==> config.mk <==
export PLATFORM = sky130hd
export DESIGN_NAME = axi_outstanding_limiter_flat
export DESIGN_NICKNAME = d
export VERILOG_FILES = /design/src/rtl/axi_outstanding_limiter_if.sv /design/src/rtl/axi_outstanding_limiter.sv /design/src/flat_wrapper.sv
export SDC_FILE = /design/constraint.sdc
export NUM_CORES = 1
export LEC_CHECK = 0
export ABC_CLOCK_PERIOD_IN_PS = 4900
export BUFFER_PORTS_ARGS = -buffer_cell sky130_fd_sc_hd__buf_2
export CAP_MARGIN = 0
export CORE_AREA = 2 2 259 261
export CTS_BUF_LIST = sky130_fd_sc_hd__clkbuf_8
export DETAILED_ROUTE_END_ITERATION = 16
export DIE_AREA = 0 0 261 263
export HOLD_SLACK_MARGIN = 0.12
export PLACE_DENSITY = 0.47
export SKIP_LAST_GASP = 1
export SLEW_MARGIN = 15
export SYNTH_ARGS = -nofsm -noshare
export SYNTH_HDL_FRONTEND = slang
export SYNTH_SLANG_ARGS = --single-unit
==> constraint.sdc <==
create_clock -name clk -period 4.9 [get_ports clk]
set_input_delay 0.49 -clock clk [delete_from_list [all_inputs] [get_ports clk]]
set_output_delay 0.49 -clock clk [all_outputs]
set_load 0.05 [all_outputs]
==> src/rtl/axi_outstanding_limiter_if.sv <==
// Soft-register request/response types and the AXI bus interface shared by the
// outstanding-burst limiter and its neighbours.
package axi_outstanding_limiter_pkg;
  typedef struct packed {
    logic        valid;
    logic        isWrite;
    logic [31:0] addr;
    logic [63:0] data;
  } SoftRegReq;

  typedef struct packed {
    logic        valid;
    logic [63:0] data;
  } SoftRegResp;
endpackage

interface axi_bus_t #(
  parameter int ID_W   = 4,
  parameter int ADDR_W = 32,
  parameter int DATA_W = 64
);
  logic [ID_W-1:0]     awid;
  logic [ADDR_W-1:0]   awaddr;
  logic [7:0]          awlen;
  logic [2:0]          awsize;
  logic                awvalid;
  logic                awready;
  logic [DATA_W-1:0]   wdata;
  logic [DATA_W/8-1:0] wstrb;
  logic                wlast;
  logic                wvalid;
  logic                wready;
  logic [ID_W-1:0]     bid;
  logic [1:0]          bresp;
  logic                bvalid;
  logic                bready;
  logic [ID_W-1:0]     arid;
  logic [ADDR_W-1:0]   araddr;
  logic [7:0]          arlen;
  logic [2:0]          arsize;
  logic                arvalid;
  logic                arready;
  logic [ID_W-1:0]     rid;
  logic [DATA_W-1:0]   rdata;
  logic [1:0]          rresp;
  logic                rlast;
  logic                rvalid;
  logic                rready;

  modport master (
    output awid, awaddr, awlen, awsize, awvalid, wdata, wstrb, wlast, wvalid, bready,
           arid, araddr, arlen, arsize, arvalid, rready,
    input  awready, wready, bid, bresp, bvalid, arready, rid, rdata, rresp, rlast, rvalid
  );

  modport slave (
    input  awid, awaddr, awlen, awsize, awvalid, wdata, wstrb, wlast, wvalid, bready,
           arid, araddr, arlen, arsize, arvalid, rready,
    output awready, wready, bid, bresp, bvalid, arready, rid, rdata, rresp, rlast, rvalid
  );
endinterface

==> src/rtl/axi_outstanding_limiter.sv <==
// Caps in-flight AXI read and write bursts per application; limits, live counts
// and stall statistics are exposed on the soft-register port.
module axi_outstanding_limiter
  import axi_outstanding_limiter_pkg::*;
#(
  parameter logic [31:0] SR_ADDR       = 32'h28,
  parameter int          CNT_W         = 8,
  parameter int          RD_LIMIT_INIT = 32,
  parameter int          WR_LIMIT_INIT = 32,
  parameter int          STALL_W       = 32
) (
  input  logic       clk,
  input  logic       rst_n,
  input  SoftRegReq  sr_req,
  output SoftRegResp sr_resp,
  axi_bus_t.slave    axi_s,
  axi_bus_t.master   axi_m
);

  localparam logic [31:0] A_RD_LIM   = SR_ADDR;
  localparam logic [31:0] A_WR_LIM   = SR_ADDR + 32'd8;
  localparam logic [31:0] A_STATUS   = SR_ADDR + 32'd16;
  localparam logic [31:0] A_RD_STALL = SR_ADDR + 32'd24;
  localparam logic [31:0] A_WR_STALL = SR_ADDR + 32'd32;

  logic [CNT_W-1:0]   rd_cnt, wr_cnt, rd_lim, wr_lim;
  logic [STALL_W-1:0] rd_stall, wr_stall;
  logic               err_underflow;
  logic               rd_ok, wr_ok;
  logic               ar_hs, r_done, aw_hs, b_done;
  logic               sr_wr, rd_hit;
  logic [63:0]        rd_data;
  logic               resp_vld_p1;
  logic [63:0]        resp_data_p1;
  logic               unused_sr_hi;

  function automatic logic [CNT_W-1:0] cnt_next(logic [CNT_W-1:0] cnt, logic inc, logic dec);
    cnt_next = cnt;
    if (inc && !dec)
      cnt_next = cnt + 1'b1;
    else if (dec && !inc && cnt != '0)
      cnt_next = cnt - 1'b1;
  endfunction

  function automatic logic underflows(logic [CNT_W-1:0] cnt, logic inc, logic dec);
    return dec && !inc && (cnt == '0);
  endfunction

  function automatic logic [STALL_W-1:0] stall_inc(logic [STALL_W-1:0] v);
    return (&v) ? v : v + 1'b1;
  endfunction

  // A saturated counter gates issue even when the limit is 0 (unlimited).
  assign rd_ok = (rd_cnt != '1) && ((rd_lim == '0) || (rd_cnt < rd_lim));
  assign wr_ok = (wr_cnt != '1) && ((wr_lim == '0) || (wr_cnt < wr_lim));

  assign axi_m.arvalid = axi_s.arvalid & rd_ok;
  assign axi_s.arready = axi_m.arready & rd_ok;
  assign axi_m.awvalid = axi_s.awvalid & wr_ok;
  assign axi_s.awready = axi_m.awready & wr_ok;

  assign axi_m.arid   = axi_s.arid;
  assign axi_m.araddr = axi_s.araddr;
  assign axi_m.arlen  = axi_s.arlen;
  assign axi_m.arsize = axi_s.arsize;
  assign axi_m.awid   = axi_s.awid;
  assign axi_m.awaddr = axi_s.awaddr;
  assign axi_m.awlen  = axi_s.awlen;
  assign axi_m.awsize = axi_s.awsize;
  assign axi_m.wdata  = axi_s.wdata;
  assign axi_m.wstrb  = axi_s.wstrb;
  assign axi_m.wlast  = axi_s.wlast;
  assign axi_m.wvalid = axi_s.wvalid;
  assign axi_s.wready = axi_m.wready;
  assign axi_s.bid    = axi_m.bid;
  assign axi_s.bresp  = axi_m.bresp;
  assign axi_s.bvalid = axi_m.bvalid;
  assign axi_m.bready = axi_s.bready;
  assign axi_s.rid    = axi_m.rid;
  assign axi_s.rdata  = axi_m.rdata;
  assign axi_s.rresp  = axi_m.rresp;
  assign axi_s.rlast  = axi_m.rlast;
  assign axi_s.rvalid = axi_m.rvalid;
  assign axi_m.rready = axi_s.rready;

  assign ar_hs  = axi_s.arvalid & axi_m.arready & rd_ok;
  assign r_done = axi_m.rvalid & axi_s.rready & axi_m.rlast;
  assign aw_hs  = axi_s.awvalid & axi_m.awready & wr_ok;
  assign b_done = axi_m.bvalid & axi_s.bready;

  assign sr_wr        = sr_req.valid & sr_req.isWrite;
  assign unused_sr_hi = ^sr_req.data[63:CNT_W];

  always_comb begin
    rd_hit  = 1'b0;
    rd_data = '0;
    if (sr_req.valid && !sr_req.isWrite) begin
      case (sr_req.addr)
        A_RD_LIM:   begin rd_hit = 1'b1; rd_data = 64'(rd_lim); end
        A_WR_LIM:   begin rd_hit = 1'b1; rd_data = 64'(wr_lim); end
        A_STATUS:   begin rd_hit = 1'b1; rd_data = 64'({err_underflow, rd_cnt, wr_cnt}); end
        A_RD_STALL: begin rd_hit = 1'b1; rd_data = 64'(rd_stall); end
        A_WR_STALL: begin rd_hit = 1'b1; rd_data = 64'(wr_stall); end
        default:    ;
      endcase
    end
  end

  always_ff @(posedge clk or negedge rst_n) begin
    if (!rst_n) begin
      rd_cnt        <= '0;
      wr_cnt        <= '0;
      rd_lim        <= CNT_W'(RD_LIMIT_INIT);
      wr_lim        <= CNT_W'(WR_LIMIT_INIT);
      rd_stall      <= '0;
      wr_stall      <= '0;
      err_underflow <= 1'b0;
    end else begin
      rd_cnt <= cnt_next(rd_cnt, ar_hs, r_done);
      wr_cnt <= cnt_next(wr_cnt, aw_hs, b_done);
      if (underflows(rd_cnt, ar_hs, r_done) || underflows(wr_cnt, aw_hs, b_done))
        err_underflow <= 1'b1;
      if (sr_wr && sr_req.addr == A_RD_LIM) rd_lim <= sr_req.data[CNT_W-1:0];
      if (sr_wr && sr_req.addr == A_WR_LIM) wr_lim <= sr_req.data[CNT_W-1:0];
      // A clear in the same cycle as a stall wins over the increment.
      if (sr_wr && sr_req.addr == A_STATUS) begin
        rd_stall <= '0;
        wr_stall <= '0;
      end else begin
        if (axi_s.arvalid && !rd_ok) rd_stall <= stall_inc(rd_stall);
        if (axi_s.awvalid && !wr_ok) wr_stall <= stall_inc(wr_stall);
      end
    end
  end

  // Stage p1: registered soft-register read response.
  always_ff @(posedge clk or negedge rst_n) begin
    if (!rst_n) begin
      resp_vld_p1  <= 1'b0;
      resp_data_p1 <= '0;
    end else begin
      resp_vld_p1  <= rd_hit;
      resp_data_p1 <= rd_data;
    end
  end

  assign sr_resp.valid = resp_vld_p1;
  assign sr_resp.data  = resp_data_p1;

endmodule

==> src/flat_wrapper.sv <==
// flat-port wrapper written by rule: the top's interface ports become plain ports
module axi_outstanding_limiter_flat import axi_outstanding_limiter_pkg::*;
#(
  parameter logic [31:0] SR_ADDR       = 32'h28,
  parameter int          CNT_W         = 8,
  parameter int          RD_LIMIT_INIT = 32,
  parameter int          WR_LIMIT_INIT = 32,
  parameter int          STALL_W       = 32
)
  (clk, rst_n, sr_req, sr_resp, axi_s_awid, axi_s_awaddr, axi_s_awlen, axi_s_awsize, axi_s_awvalid, axi_s_wdata, axi_s_wstrb, axi_s_wlast, axi_s_wvalid, axi_s_bready, axi_s_arid, axi_s_araddr, axi_s_arlen, axi_s_arsize, axi_s_arvalid, axi_s_rready, axi_s_awready, axi_s_wready, axi_s_bid, axi_s_bresp, axi_s_bvalid, axi_s_arready, axi_s_rid, axi_s_rdata, axi_s_rresp, axi_s_rlast, axi_s_rvalid, axi_m_awid, axi_m_awaddr, axi_m_awlen, axi_m_awsize, axi_m_awvalid, axi_m_wdata, axi_m_wstrb, axi_m_wlast, axi_m_wvalid, axi_m_bready, axi_m_arid, axi_m_araddr, axi_m_arlen, axi_m_arsize, axi_m_arvalid, axi_m_rready, axi_m_awready, axi_m_wready, axi_m_bid, axi_m_bresp, axi_m_bvalid, axi_m_arready, axi_m_rid, axi_m_rdata, axi_m_rresp, axi_m_rlast, axi_m_rvalid);
  axi_bus_t axi_s_i ();
  axi_bus_t axi_m_i ();
  input  logic clk;
  input  logic rst_n;
  input  SoftRegReq sr_req;
  output SoftRegResp sr_resp;
  input wire logic [$bits(axi_s_i.awid)-1:0] axi_s_awid;
  input wire logic [$bits(axi_s_i.awaddr)-1:0] axi_s_awaddr;
  input wire logic [$bits(axi_s_i.awlen)-1:0] axi_s_awlen;
  input wire logic [$bits(axi_s_i.awsize)-1:0] axi_s_awsize;
  input wire logic [$bits(axi_s_i.awvalid)-1:0] axi_s_awvalid;
  input wire logic [$bits(axi_s_i.wdata)-1:0] axi_s_wdata;
  input wire logic [$bits(axi_s_i.wstrb)-1:0] axi_s_wstrb;
  input wire logic [$bits(axi_s_i.wlast)-1:0] axi_s_wlast;
  input wire logic [$bits(axi_s_i.wvalid)-1:0] axi_s_wvalid;
  input wire logic [$bits(axi_s_i.bready)-1:0] axi_s_bready;
  input wire logic [$bits(axi_s_i.arid)-1:0] axi_s_arid;
  input wire logic [$bits(axi_s_i.araddr)-1:0] axi_s_araddr;
  input wire logic [$bits(axi_s_i.arlen)-1:0] axi_s_arlen;
  input wire logic [$bits(axi_s_i.arsize)-1:0] axi_s_arsize;
  input wire logic [$bits(axi_s_i.arvalid)-1:0] axi_s_arvalid;
  input wire logic [$bits(axi_s_i.rready)-1:0] axi_s_rready;
  output wire logic [$bits(axi_s_i.awready)-1:0] axi_s_awready;
  output wire logic [$bits(axi_s_i.wready)-1:0] axi_s_wready;
  output wire logic [$bits(axi_s_i.bid)-1:0] axi_s_bid;
  output wire logic [$bits(axi_s_i.bresp)-1:0] axi_s_bresp;
  output wire logic [$bits(axi_s_i.bvalid)-1:0] axi_s_bvalid;
  output wire logic [$bits(axi_s_i.arready)-1:0] axi_s_arready;
  output wire logic [$bits(axi_s_i.rid)-1:0] axi_s_rid;
  output wire logic [$bits(axi_s_i.rdata)-1:0] axi_s_rdata;
  output wire logic [$bits(axi_s_i.rresp)-1:0] axi_s_rresp;
  output wire logic [$bits(axi_s_i.rlast)-1:0] axi_s_rlast;
  output wire logic [$bits(axi_s_i.rvalid)-1:0] axi_s_rvalid;
  output wire logic [$bits(axi_m_i.awid)-1:0] axi_m_awid;
  output wire logic [$bits(axi_m_i.awaddr)-1:0] axi_m_awaddr;
  output wire logic [$bits(axi_m_i.awlen)-1:0] axi_m_awlen;
  output wire logic [$bits(axi_m_i.awsize)-1:0] axi_m_awsize;
  output wire logic [$bits(axi_m_i.awvalid)-1:0] axi_m_awvalid;
  output wire logic [$bits(axi_m_i.wdata)-1:0] axi_m_wdata;
  output wire logic [$bits(axi_m_i.wstrb)-1:0] axi_m_wstrb;
  output wire logic [$bits(axi_m_i.wlast)-1:0] axi_m_wlast;
  output wire logic [$bits(axi_m_i.wvalid)-1:0] axi_m_wvalid;
  output wire logic [$bits(axi_m_i.bready)-1:0] axi_m_bready;
  output wire logic [$bits(axi_m_i.arid)-1:0] axi_m_arid;
  output wire logic [$bits(axi_m_i.araddr)-1:0] axi_m_araddr;
  output wire logic [$bits(axi_m_i.arlen)-1:0] axi_m_arlen;
  output wire logic [$bits(axi_m_i.arsize)-1:0] axi_m_arsize;
  output wire logic [$bits(axi_m_i.arvalid)-1:0] axi_m_arvalid;
  output wire logic [$bits(axi_m_i.rready)-1:0] axi_m_rready;
  input wire logic [$bits(axi_m_i.awready)-1:0] axi_m_awready;
  input wire logic [$bits(axi_m_i.wready)-1:0] axi_m_wready;
  input wire logic [$bits(axi_m_i.bid)-1:0] axi_m_bid;
  input wire logic [$bits(axi_m_i.bresp)-1:0] axi_m_bresp;
  input wire logic [$bits(axi_m_i.bvalid)-1:0] axi_m_bvalid;
  input wire logic [$bits(axi_m_i.arready)-1:0] axi_m_arready;
  input wire logic [$bits(axi_m_i.rid)-1:0] axi_m_rid;
  input wire logic [$bits(axi_m_i.rdata)-1:0] axi_m_rdata;
  input wire logic [$bits(axi_m_i.rresp)-1:0] axi_m_rresp;
  input wire logic [$bits(axi_m_i.rlast)-1:0] axi_m_rlast;
  input wire logic [$bits(axi_m_i.rvalid)-1:0] axi_m_rvalid;
  assign axi_s_i.awid = axi_s_awid;
  assign axi_s_i.awaddr = axi_s_awaddr;
  assign axi_s_i.awlen = axi_s_awlen;
  assign axi_s_i.awsize = axi_s_awsize;
  assign axi_s_i.awvalid = axi_s_awvalid;
  assign axi_s_i.wdata = axi_s_wdata;
  assign axi_s_i.wstrb = axi_s_wstrb;
  assign axi_s_i.wlast = axi_s_wlast;
  assign axi_s_i.wvalid = axi_s_wvalid;
  assign axi_s_i.bready = axi_s_bready;
  assign axi_s_i.arid = axi_s_arid;
  assign axi_s_i.araddr = axi_s_araddr;
  assign axi_s_i.arlen = axi_s_arlen;
  assign axi_s_i.arsize = axi_s_arsize;
  assign axi_s_i.arvalid = axi_s_arvalid;
  assign axi_s_i.rready = axi_s_rready;
  assign axi_s_awready = axi_s_i.awready;
  assign axi_s_wready = axi_s_i.wready;
  assign axi_s_bid = axi_s_i.bid;
  assign axi_s_bresp = axi_s_i.bresp;
  assign axi_s_bvalid = axi_s_i.bvalid;
  assign axi_s_arready = axi_s_i.arready;
  assign axi_s_rid = axi_s_i.rid;
  assign axi_s_rdata = axi_s_i.rdata;
  assign axi_s_rresp = axi_s_i.rresp;
  assign axi_s_rlast = axi_s_i.rlast;
  assign axi_s_rvalid = axi_s_i.rvalid;
  assign axi_m_awid = axi_m_i.awid;
  assign axi_m_awaddr = axi_m_i.awaddr;
  assign axi_m_awlen = axi_m_i.awlen;
  assign axi_m_awsize = axi_m_i.awsize;
  assign axi_m_awvalid = axi_m_i.awvalid;
  assign axi_m_wdata = axi_m_i.wdata;
  assign axi_m_wstrb = axi_m_i.wstrb;
  assign axi_m_wlast = axi_m_i.wlast;
  assign axi_m_wvalid = axi_m_i.wvalid;
  assign axi_m_bready = axi_m_i.bready;
  assign axi_m_arid = axi_m_i.arid;
  assign axi_m_araddr = axi_m_i.araddr;
  assign axi_m_arlen = axi_m_i.arlen;
  assign axi_m_arsize = axi_m_i.arsize;
  assign axi_m_arvalid = axi_m_i.arvalid;
  assign axi_m_rready = axi_m_i.rready;
  assign axi_m_i.awready = axi_m_awready;
  assign axi_m_i.wready = axi_m_wready;
  assign axi_m_i.bid = axi_m_bid;
  assign axi_m_i.bresp = axi_m_bresp;
  assign axi_m_i.bvalid = axi_m_bvalid;
  assign axi_m_i.arready = axi_m_arready;
  assign axi_m_i.rid = axi_m_rid;
  assign axi_m_i.rdata = axi_m_rdata;
  assign axi_m_i.rresp = axi_m_rresp;
  assign axi_m_i.rlast = axi_m_rlast;
  assign axi_m_i.rvalid = axi_m_rvalid;
  axi_outstanding_limiter #(.SR_ADDR(SR_ADDR), .CNT_W(CNT_W), .RD_LIMIT_INIT(RD_LIMIT_INIT), .WR_LIMIT_INIT(WR_LIMIT_INIT), .STALL_W(STALL_W)) u_core (.clk(clk), .rst_n(rst_n), .sr_req(sr_req), .sr_resp(sr_resp), .axi_s(axi_s_i), .axi_m(axi_m_i));
endmodule
# == Word-level counts from Yosys, hierarchy flattened ==
# Cells that the tools add are included.
# classes
addsub,6
order_cmp,2
eq_ne,9
n_mux,14
n_bitwise,12
reduce_logical,41
# op_table
op,n
$mux 32,7
$pmux 32 s5,1
$eq 32x6->1 const B,3
$add 32x1->32 const B,2
$eq 32x7->1 const B,2
$reduce_and 32->1,2
$logic_not 8->1,4
$mux 8,4
$add 8x1->8 const B,2
$logic_and 1x1->1,16
$lt 8x8->1,2
$ne 8x8->1 const B,2
$reduce_bool 8->1,2
$sub 8x1->8 const B,2
$and 1x1->1,12
$reduce_bool 2->1,4
$logic_not 1->1,7
$reduce_or 5->1,1
$ne 2x1->1 const B,2
$reduce_and 2->1,2
$logic_or 1x1->1,3
$mux 1,2
# word_totals
regBits,162
input_bits,354
output_inout_bits,319
word_cells,93

# == Longest topological paths before layout ==
# Gate-level depths: netlist of the first run.
# logic_depth
depth_word,9
depth_mapped,14
mapped_depth_nobuf,14

# == Least setup slack after synthesis of the first run ==
# No wires, ideal clock.
# synth_path
path_type,register to register
startpoint,register u_core.wr_lim[5]
endpoint,register u_core.wr_cnt[6]
setup_ns,0.125
arrival_time_ns,3.261
t_required_ns,4.775
slack_ns,1.514
stages_incl_launch_ff,15
path_buffers,0
period_less_slack_ns,3.386
cell_sequence,dfstp_2 inv_1 ha_1 a211oi_1 o221ai_1 a21o_1 a21oi_1 nand2_1 fa_1 a21o_1 a21oi_1 o21bai_1 a21oi_1 xnor2_1 mux2_2
# synth_between
elab_chain_cells,8
word_cells_on_any_way,11
cone_classes,order compare: 1; mux: 1; bitwise: 1; reduce/logical: 8
# synth_rtl
element,line_no,text
"start, declared",axi_outstanding_limiter.sv:26,"logic [CNT_W-1:0] rd_cnt, wr_cnt, rd_lim, wr_lim;"
"start signal, assigned",axi_outstanding_limiter.sv:114,wr_lim <= CNT_W'(WR_LIMIT_INIT);
"start signal, assigned",axi_outstanding_limiter.sv:124,if (sr_wr && sr_req.addr == A_WR_LIM) wr_lim <= sr_req.data[CNT_W-1:0];
$lt 8x8->1 / $logic_not 8->1 (equally long branches),axi_outstanding_limiter.sv:55,assign wr_ok = (wr_cnt != '1) && ((wr_lim == '0) || (wr_cnt < wr_lim));
$logic_or 1x1->1 (*),axi_outstanding_limiter.sv:55,
$logic_and 1x1->1 (*),axi_outstanding_limiter.sv:55,
$and 1x1->1 (*),axi_outstanding_limiter.sv:88,assign aw_hs = axi_s.awvalid & axi_m.awready & wr_ok;
$logic_not 1->1,axi_outstanding_limiter.sv:41,else if (dec && !inc && cnt != '0)
$logic_and 1x1->1 (2 in series),axi_outstanding_limiter.sv:41,
$reduce_bool 2->1 (no line),--,
"end signal, assigned",axi_outstanding_limiter.sv:120,"wr_cnt <= cnt_next(wr_cnt, aw_hs, b_done);"
"end, declared",axi_outstanding_limiter.sv:26,
# Mark *: on every way between the ends. The rest lies on a longest branch, timed or not.
# A chain may end at the register's enable or synchronous reset.

# == Worst setup path in the final report of the first run ==
# layout_path
startpoint,register u_core.rd_cnt[1]
endpoint,register u_core.rd_cnt[7]
# layout_between
elab_chain_cells,8
word_cells_on_any_way,15
cone_classes,add/sub: 2; order compare: 1; eq/ne: 1; mux: 2; bitwise: 1; reduce/logical: 8
# layout_rtl
element,line_no,text
"start, declared",axi_outstanding_limiter.sv:26,
"start signal, assigned",axi_outstanding_limiter.sv:119,"rd_cnt <= cnt_next(rd_cnt, ar_hs, r_done);"
$lt 8x8->1,axi_outstanding_limiter.sv:54,assign rd_ok = (rd_cnt != '1) && ((rd_lim == '0) || (rd_cnt < rd_lim));
$logic_or 1x1->1,axi_outstanding_limiter.sv:54,
$logic_and 1x1->1,axi_outstanding_limiter.sv:54,
$and 1x1->1,axi_outstanding_limiter.sv:86,assign ar_hs = axi_s.arvalid & axi_m.arready & rd_ok;
$logic_not 1->1,axi_outstanding_limiter.sv:41,
$logic_and 1x1->1 (2 in series),axi_outstanding_limiter.sv:41,
$reduce_bool 2->1 (no line),--,
# Parallel ways exist; a longest one is shown, timed or not. The select of a mux whose other input is x is not followed.

==> results.yml, run 1 <==
status:
  status: "finished clean"
placed_design:
  place_ws_ps: 1020
  gp_congestion: 0.789
  hpwl_um: 24400
  numPortBuffers: 94
timing:
  max_freq_mhz: 256
  fin_crit_ps: 3910
  tns_ps: 0
  holdWs_ps: 250
  slew_headroom_pct: 27.7
  setup_ws_ps: 988
  worst_pin_slew_ps: 1080
  hold_viol: 0
  fin_crit_sh_pct: 79.8
  skew_ps: 14.9
  slew_viol_final: 0
  final-setup-viol-count: 0
  rsz0062_at_grt: "false"
floorplanning:
  pin_count: 673
  rows: 94
  initial_utilization_pct: 15.1
  die_y_um: 263
  die_w_um: 261
  dieArea_um2: 68600
  core-area_um2: 65600
detailed_routing:
  drt_first_pass_iters: 5
  ant_nets: 0
  route.detailed.drc: 0
  vias: 7420
  viasPerCell: 4.12
  first_iter_violations: 542
  wl_per_cell_um: 17.6
  wirelength_um: 31700
worst_setup_path:
  path_max_fanout: 7
  cp-end-kind: "flip-flop"
  cp.required_ps: 5260
  r2r_cells: 12
  cp-start-kind: "flip-flop"
  rr_startpoint: "u_core.rd_cnt[1]"
  cp_data_arrival_time_ps: 4280
  r2r_end: "u_core.rd_cnt[7]"
  crit_type: "flip-flop to flip-flop"
  rrSetupSlack_ps: 990
clock_tree:
  cts_sinks: 130
  postCtsResizedCells: 0
  clk_latency_ps: 490
  root_buffer: "clkbuf_8"
  htreeDepth: 4
  cts_made_buffers: 17
  clk_pin_slew_ps: 80
  ctsLongestPathBuffers: 2
  cts_tree: "built"
global_route:
  grt_pass1_vias: 7130
  grt_max_degree: 95
  grt_pass1_wl_um: 46800
  overflow: 0
  antenna_found_initial: 3
  track_usage_pct: 9.09
yosys:
  yosys.area.top_type: "dfrtp_1"
  syn_avg_cell_area_um2: 9.03
  ys_seq_elements: 130
  synth_top_area_share_pct: 32.3
  syn_area_um2: 9900
  yosys_warnings: 0
  netlist_instances: 1096
  synth_enable_flop_cells: 0
  seq_area_frac_synth_pct: 32.9
  ys.flop_type: "dfrtp_1"
  synth_cell_types: 55
  synthTopCellsByArea: "dfrtp_1, buf_4, mux2_2, ha_1, a21oi_1"
  async_flop_share_pct: 100
final_layout:
  final_nets: 1309
  seqCellArea_um2: 3260
  multi_input_area_um2: 4400
  drive_above_1_share_pct: 20.9
  syn_to_final_growth_pct: -1.16
  num-fill-cells: 7425
  fin_util_pct: 14.9
run:
  maxCapViolations: 0
pwr:
  switchingPower_mw: 1.09
  p_leak_nw: 3.94
  powerDensity_nw_per_um2: 314
  switching_share_pct: 35.3
  power.internal_mw: 1.99
  peakVddDrop_mv: 0.136
  total_power_mw: 3.07
  seqPwrFrac_pct: 42.8
  p_comb_share_pct: 26.6
  pwr-share-clk_pct: 30.6
hold_path:
  min_path_type: "input pin to flip-flop"
  worst_hold_startpoint: "sr_req[4]"
  min_path_cells: 2
  hold_path_end: "u_core.wr_lim[4]"
==> cell type report <==
type	instances	share of cell area, %
multi-input cells	645	45.0
flip-flops and latches	130	33.3
well taps	864	11.0
repair buffers	105	5.74
clock buffers	18	2.53
clock inverters	14	1.44
inverters	26	0.997
diodes	1	0.0256
==> cell usage after synthesis, types with 10 or more instances <==
cell type and count:
xnor2_1 10, mux2i_1 22, nand4_1 36, nor2_1 54
or3_1 13, or4_1 42, dfrtp_1 128, o31ai_1 35
clkbuf_1 26, and4_1 11, nand2_1 51, a22oi_1 25
inv_1 26, a21oi_1 66, o21ai_0 17, ha_1 28
nor4_1 19, mux2_2 45, nor3_1 11, and3_1 20
nand3_1 33, buf_4 284
==> worst max-delay path, cell delays in order, from the launching register on <==
cell       delay [ps]
dfrtp_1           470
ha_1              320
a2111oi_0         520
a2111oi_2         170
nor4_4            460
nand2_1           300
ha_1              350
a21oi_1           210
o211ai_1          150
o41ai_1           430
a31o_2            180
mux2i_1            70
xor2_1            150
==> power groups by stage <==
stage	clock network (mW)	registers (mW)	logic, mW
6_report	0.939	1.32	0.816
5_1_grt	1.02	1.33	0.928
4_1_cts	0.976	1.31	0.820
3_5_place_dp	0	1.34	0.812
3_3_place_gp	0	1.33	0.797
2_1_floorplan	0	1.27	1.21
==> worst max-delay path by stage <==
stage                      from               end  slack (ps)  cells after the start
2_1_floorplan  u_core.wr_lim[5]  u_core.wr_cnt[6]        1510                     14
3_3_place_gp   u_core.rd_lim[1]  u_core.rd_cnt[7]        1050                     13
3_5_place_dp   u_core.rd_lim[1]  u_core.rd_cnt[7]        1020                     13
4_1_cts        u_core.rd_lim[1]  u_core.rd_cnt[7]         970                     13
5_1_grt        u_core.rd_cnt[1]  u_core.rd_cnt[7]         680                     12
6_report       u_core.rd_cnt[1]  u_core.rd_cnt[7]         990                     12
==> logic make-up after synthesis <==
logic type | synth area share [%]
buffers and inverters | 24.2
and+or+nand+nor | 18.4
other | 0.0379
adders and majority gates | 3.94
muxes | 7.59
xor gates and xnor gates | 1.42
AOI/OAI and AO/OA | 11.5
DFF | 32.9
==> per-stage QoR <==
| stage | std cells | instance area (um2) |
|---|---|---|
| floorplan | 1127 | 10000 |
| detailed placement | 1769 | 9390 |
| CTS | 1802 | 9780 |
| global route | 1803 | 9790 |
| global placement | 1769 | 9390 |
| finish | 1803 | 9790 |
==> flip-flops by register name, summed over array words and instances (netlist names) <==
register / flops
u_core.rd_lim: 8
u_core.wr_stall: 32
u_core.wr_cnt: 8
u_core.wr_lim: 8
u_core.resp_data_p1: 32
u_core.rd_cnt: 8
u_core.rd_stall: 32
u_core.resp_vld_p1: 1
u_core.err_underflow: 1
==> repair_timing <==
item                                   in CTS  in global routing
endpoints found under the hold margin       8                  0
setup buffers                               0                  0
hold buffers                                1                  0
==> cells in the final DEF, fill, tap and decap left out, types with 10 or more instances in the layout <==
| cell type | count |
|---|---|
| a21oi_1 | 66 |
| a22oi_1 | 25 |
| and3_1 | 19 |
| and4_1 | 11 |
| buf_2 | 93 |
| buf_4 | 10 |
| clkbuf_8 | 18 |
| conb_1 | 32 |
| dfrtp_1 | 128 |
| ha_1 | 28 |
| inv_1 | 27 |
| mux2_2 | 45 |
| mux2i_1 | 22 |
| nand2_1 | 51 |
| nand3_1 | 33 |
| nand4_1 | 36 |
| nor2_1 | 54 |
| nor3_1 | 10 |
| nor4_1 | 19 |
| o21ai_0 | 17 |
| o31ai_1 | 34 |
| or3_1 | 13 |
| or4_1 | 42 |
| xnor2_1 | 10 |
==> layer usage <==
layer | wire length [um] | GRT usage, % | vias to the layer above | part of all wire (%)
met5 | 16 | 0 | - | 0.050
met4 | 1130 | 3.89 | 2 | 3.6
met3 | 2910 | 3.72 | 101 | 9.2
met2 | 13800 | 13.2 | 366 | 44
met1 | 13800 | 11.8 | 3654 | 44
li1 | - | - | 3297 | -
Note: power is estimated with default switching activity, not from simulation.
==> run 2, diff against run 1 <==
--- a/config.mk
+++ b/config.mk
@@ -5,7 +5,7 @@
 export SDC_FILE = /design/constraint.sdc
 export NUM_CORES = 1
 export LEC_CHECK = 0
-export ABC_CLOCK_PERIOD_IN_PS = 4900
+export ABC_CLOCK_PERIOD_IN_PS = 3300
 export BUFFER_PORTS_ARGS = -buffer_cell sky130_fd_sc_hd__buf_2
 export CAP_MARGIN = 0
 export CORE_AREA = 2 2 259 261
@@ -13,7 +13,7 @@
 export DETAILED_ROUTE_END_ITERATION = 16
 export DIE_AREA = 0 0 261 263
 export HOLD_SLACK_MARGIN = 0.12
-export PLACE_DENSITY = 0.47
+export PLACE_DENSITY = 0.49
 export SKIP_LAST_GASP = 1
 export SLEW_MARGIN = 15
 export SYNTH_ARGS = -nofsm -noshare
==> constraint.sdc (replaced) <==
create_clock -name clk -period 3.3 [get_ports clk]
set_input_delay 0.33 -clock clk [delete_from_list [all_inputs] [get_ports clk]]
set_output_delay 0.33 -clock clk [all_outputs]
set_load 0.05 [all_outputs]
==> run 2 against run 1 <==
Effect of this change:
- clock skew decreased by 0.97 ps
- global-route usage increased by 0.17 points
- combinational power up 130%
- sequential cell count unchanged
- clock power up 60%
- routed wire length rose by 2.8%
- non-clock buffer count up 66
- critical endpoint is now u_core.wr_cnt[7]
- first-iteration DRC count shrank 8.5%
==> results.yml, run 2 (synthesized netlist as in run 1, its figures left out) <==
clock_tree:
  root_buffer: "clkbuf_8"
  clk_pin_slew_ps: 80
  htreeDepth: 4
  cts_sinks: 130
  clk_latency_ps: 500
  cts_made_buffers: 17
  cts_tree: "built"
  ctsLongestPathBuffers: 2
detailed_routing:
  wirelength_um: 32600
  m1WireLength_um: 13300
  viasPerCell: 4.14
  met3_length_um: 3110
  vias: 7738
  drt_first_pass_iters: 5
  route.detailed.drc: 0
  first_iter_violations: 496
  ant_nets: 0
  top_layer: "met4"
  wl_met2_um: 15200
  wl_per_cell_um: 17.5
worst_setup_path:
  cp-end-kind: "flip-flop"
  path_max_fanout: 6
  rr_startpoint: "u_core.wr_lim[5]"
  cp-start-kind: "flip-flop"
  crit_type: "flip-flop to flip-flop"
  cp.required_ps: 3710
  cp_data_arrival_time_ps: 3620
  cp-startpoint: "u_core.wr_lim[5]"
floorplanning:
  die_y_um: 263
  dieArea_um2: 68600
  die_w_um: 261
  pin_count: 673
  initial_utilization_pct: 15.1
  core-area_um2: 65600
  rows: 94
final_layout:
  largestRegisters: "u_core.rd_stall: 32 flops, u_core.resp_data_p1: 32 flops, u_core.wr_stall: 32 flops"
  diodes: 0
  final_nets: 1375
  syn_to_final_growth_pct: 6.98
  mostFrequentLayoutCells: "dfrtp_1, buf_2, buf_4, a21oi_1, nor2_1"
  seqCellArea_um2: 3260
  finish.instance_area_um2: 10600
  drive_above_1_share_pct: 28.2
  multi_input_area_um2: 4620
  finalNonFillerCells: 1868
  num-fill-cells: 7404
  fin_util_pct: 16.1
  final_common_cell: "dfrtp_1"
timing:
  hold_viol: 0
  slew_viol_final: 0
  fin_crit_sh_pct: 97.2
  tns_ps: 0
  setup_ws_ps: 92.2
  max_freq_mhz: 312
  slew_headroom_pct: 44.6
  final-setup-viol-count: 0
  worst_pin_slew_ps: 831
  fin_crit_ps: 3210
  skew_ps: 14.0
  rsz0062_at_grt: "true"
global_route:
  overflow: 0
  antenna_found_initial: 2
  grt_pass1_wl_um: 47700
  grt_pass1_vias: 7535
  track_usage_pct: 9.26
  grt_max_degree: 68
placed_design:
  hpwl_um: 25500
  gp_congestion: 0.773
  numPortBuffers: 94
  dp_cells: 1824
  placed_cell_area_um2: 9830
  place_ws_ps: -239
pwr:
  p_leak_nw: 4.31
  peakVddDrop_mv: 0.222
  powerDensity_nw_per_um2: 493
hold_path:
  min_path_type: "input pin to flip-flop"
  worst_hold_startpoint: "axi_s_bready"
status:
  status: "finished clean"
run:
  maxCapViolations: 0
-- run 2: cell count changes in the layout (fill, tap and decap cells not counted), sizes merged --
cell         change
buf             +58
dlygate4sd3      +8
clkinv           -2
diode            -1
clkbuf           +1
bufinv           +1
-- run 2: path summary, 6_finish.rpt --
path | to | slack [ps] | depth (start not counted)
max | u_core.wr_cnt[7] | 90 | 15
min | u_core.wr_cnt[7] | 350 | 4
max reg2reg | u_core.wr_cnt[7] | 90 | 15
min reg2reg | u_core.err_underflow | 490 | 1
max in group asynchronous | u_core.wr_lim[1] | 2100 | 3
min in group asynchronous | u_core.resp_data_p1[22] | 430 | 2
-- run 2: what timing repair did --
item / 4_1_cts / 5_1_grt
gates resized for setup: 12 / 22
pin swaps: 5 / 21
endpoints found under the setup margin: 6 / 7
cloned: 0 / 0
hold buffers: 9 / 0
buffers inserted: 1 / 3
endpoints found under the hold margin: 79 / 0
-- run 2: report_power, final --
part,switching (mW),internal [mW]
logic,0.976,0.937
registers,0.106,1.71
clock network,0.712,0.784
total,1.79,3.43
-- run 2: critical path: stages (launching register included) --
cell	delay, ps
dfstp_2	540
inv_2	40
ha_4	230
a211oi_2	240
o221ai_2	130
a21o_1	190
a21oi_2	200
nand2_4	150
ha_4	240
a21oi_2	160
o211ai_1	140
o41ai_2	330
buf_4	160
nand2_1	40
mux2i_1	150
xor2_1	170
-- run 2: final cells by class --
type / count / share of cell area [%]
inverter: 26 / 0.921
tap: 864 / 10.2
sequential: 130 / 30.7
clock buffer: 19 / 2.47
multi-input combinational: 645 / 43.6
timing repair buffer: 171 / 10.6
clock inverter: 13 / 1.52
-- run 2: per-stage QoR --
step | hold WS (ps) | total power, mW
floorplan | 34.4 | 3.69
global placement | 387 | 3.44
detailed placement | 394 | 3.48
CTS | 302 | 5.09
global route | 335 | 5.56
finish | 345 | 5.23
-- run 2: metal layers --
| metal | track usage [%] | vias up |
|---|---|---|
| met5 | 0.214 | - |
| met4 | 3.79 | 0 |
| met3 | 3.55 | 102 |
| met2 | 14.6 | 411 |
| met1 | 11.2 | 3790 |
| li1 | - | 3435 |
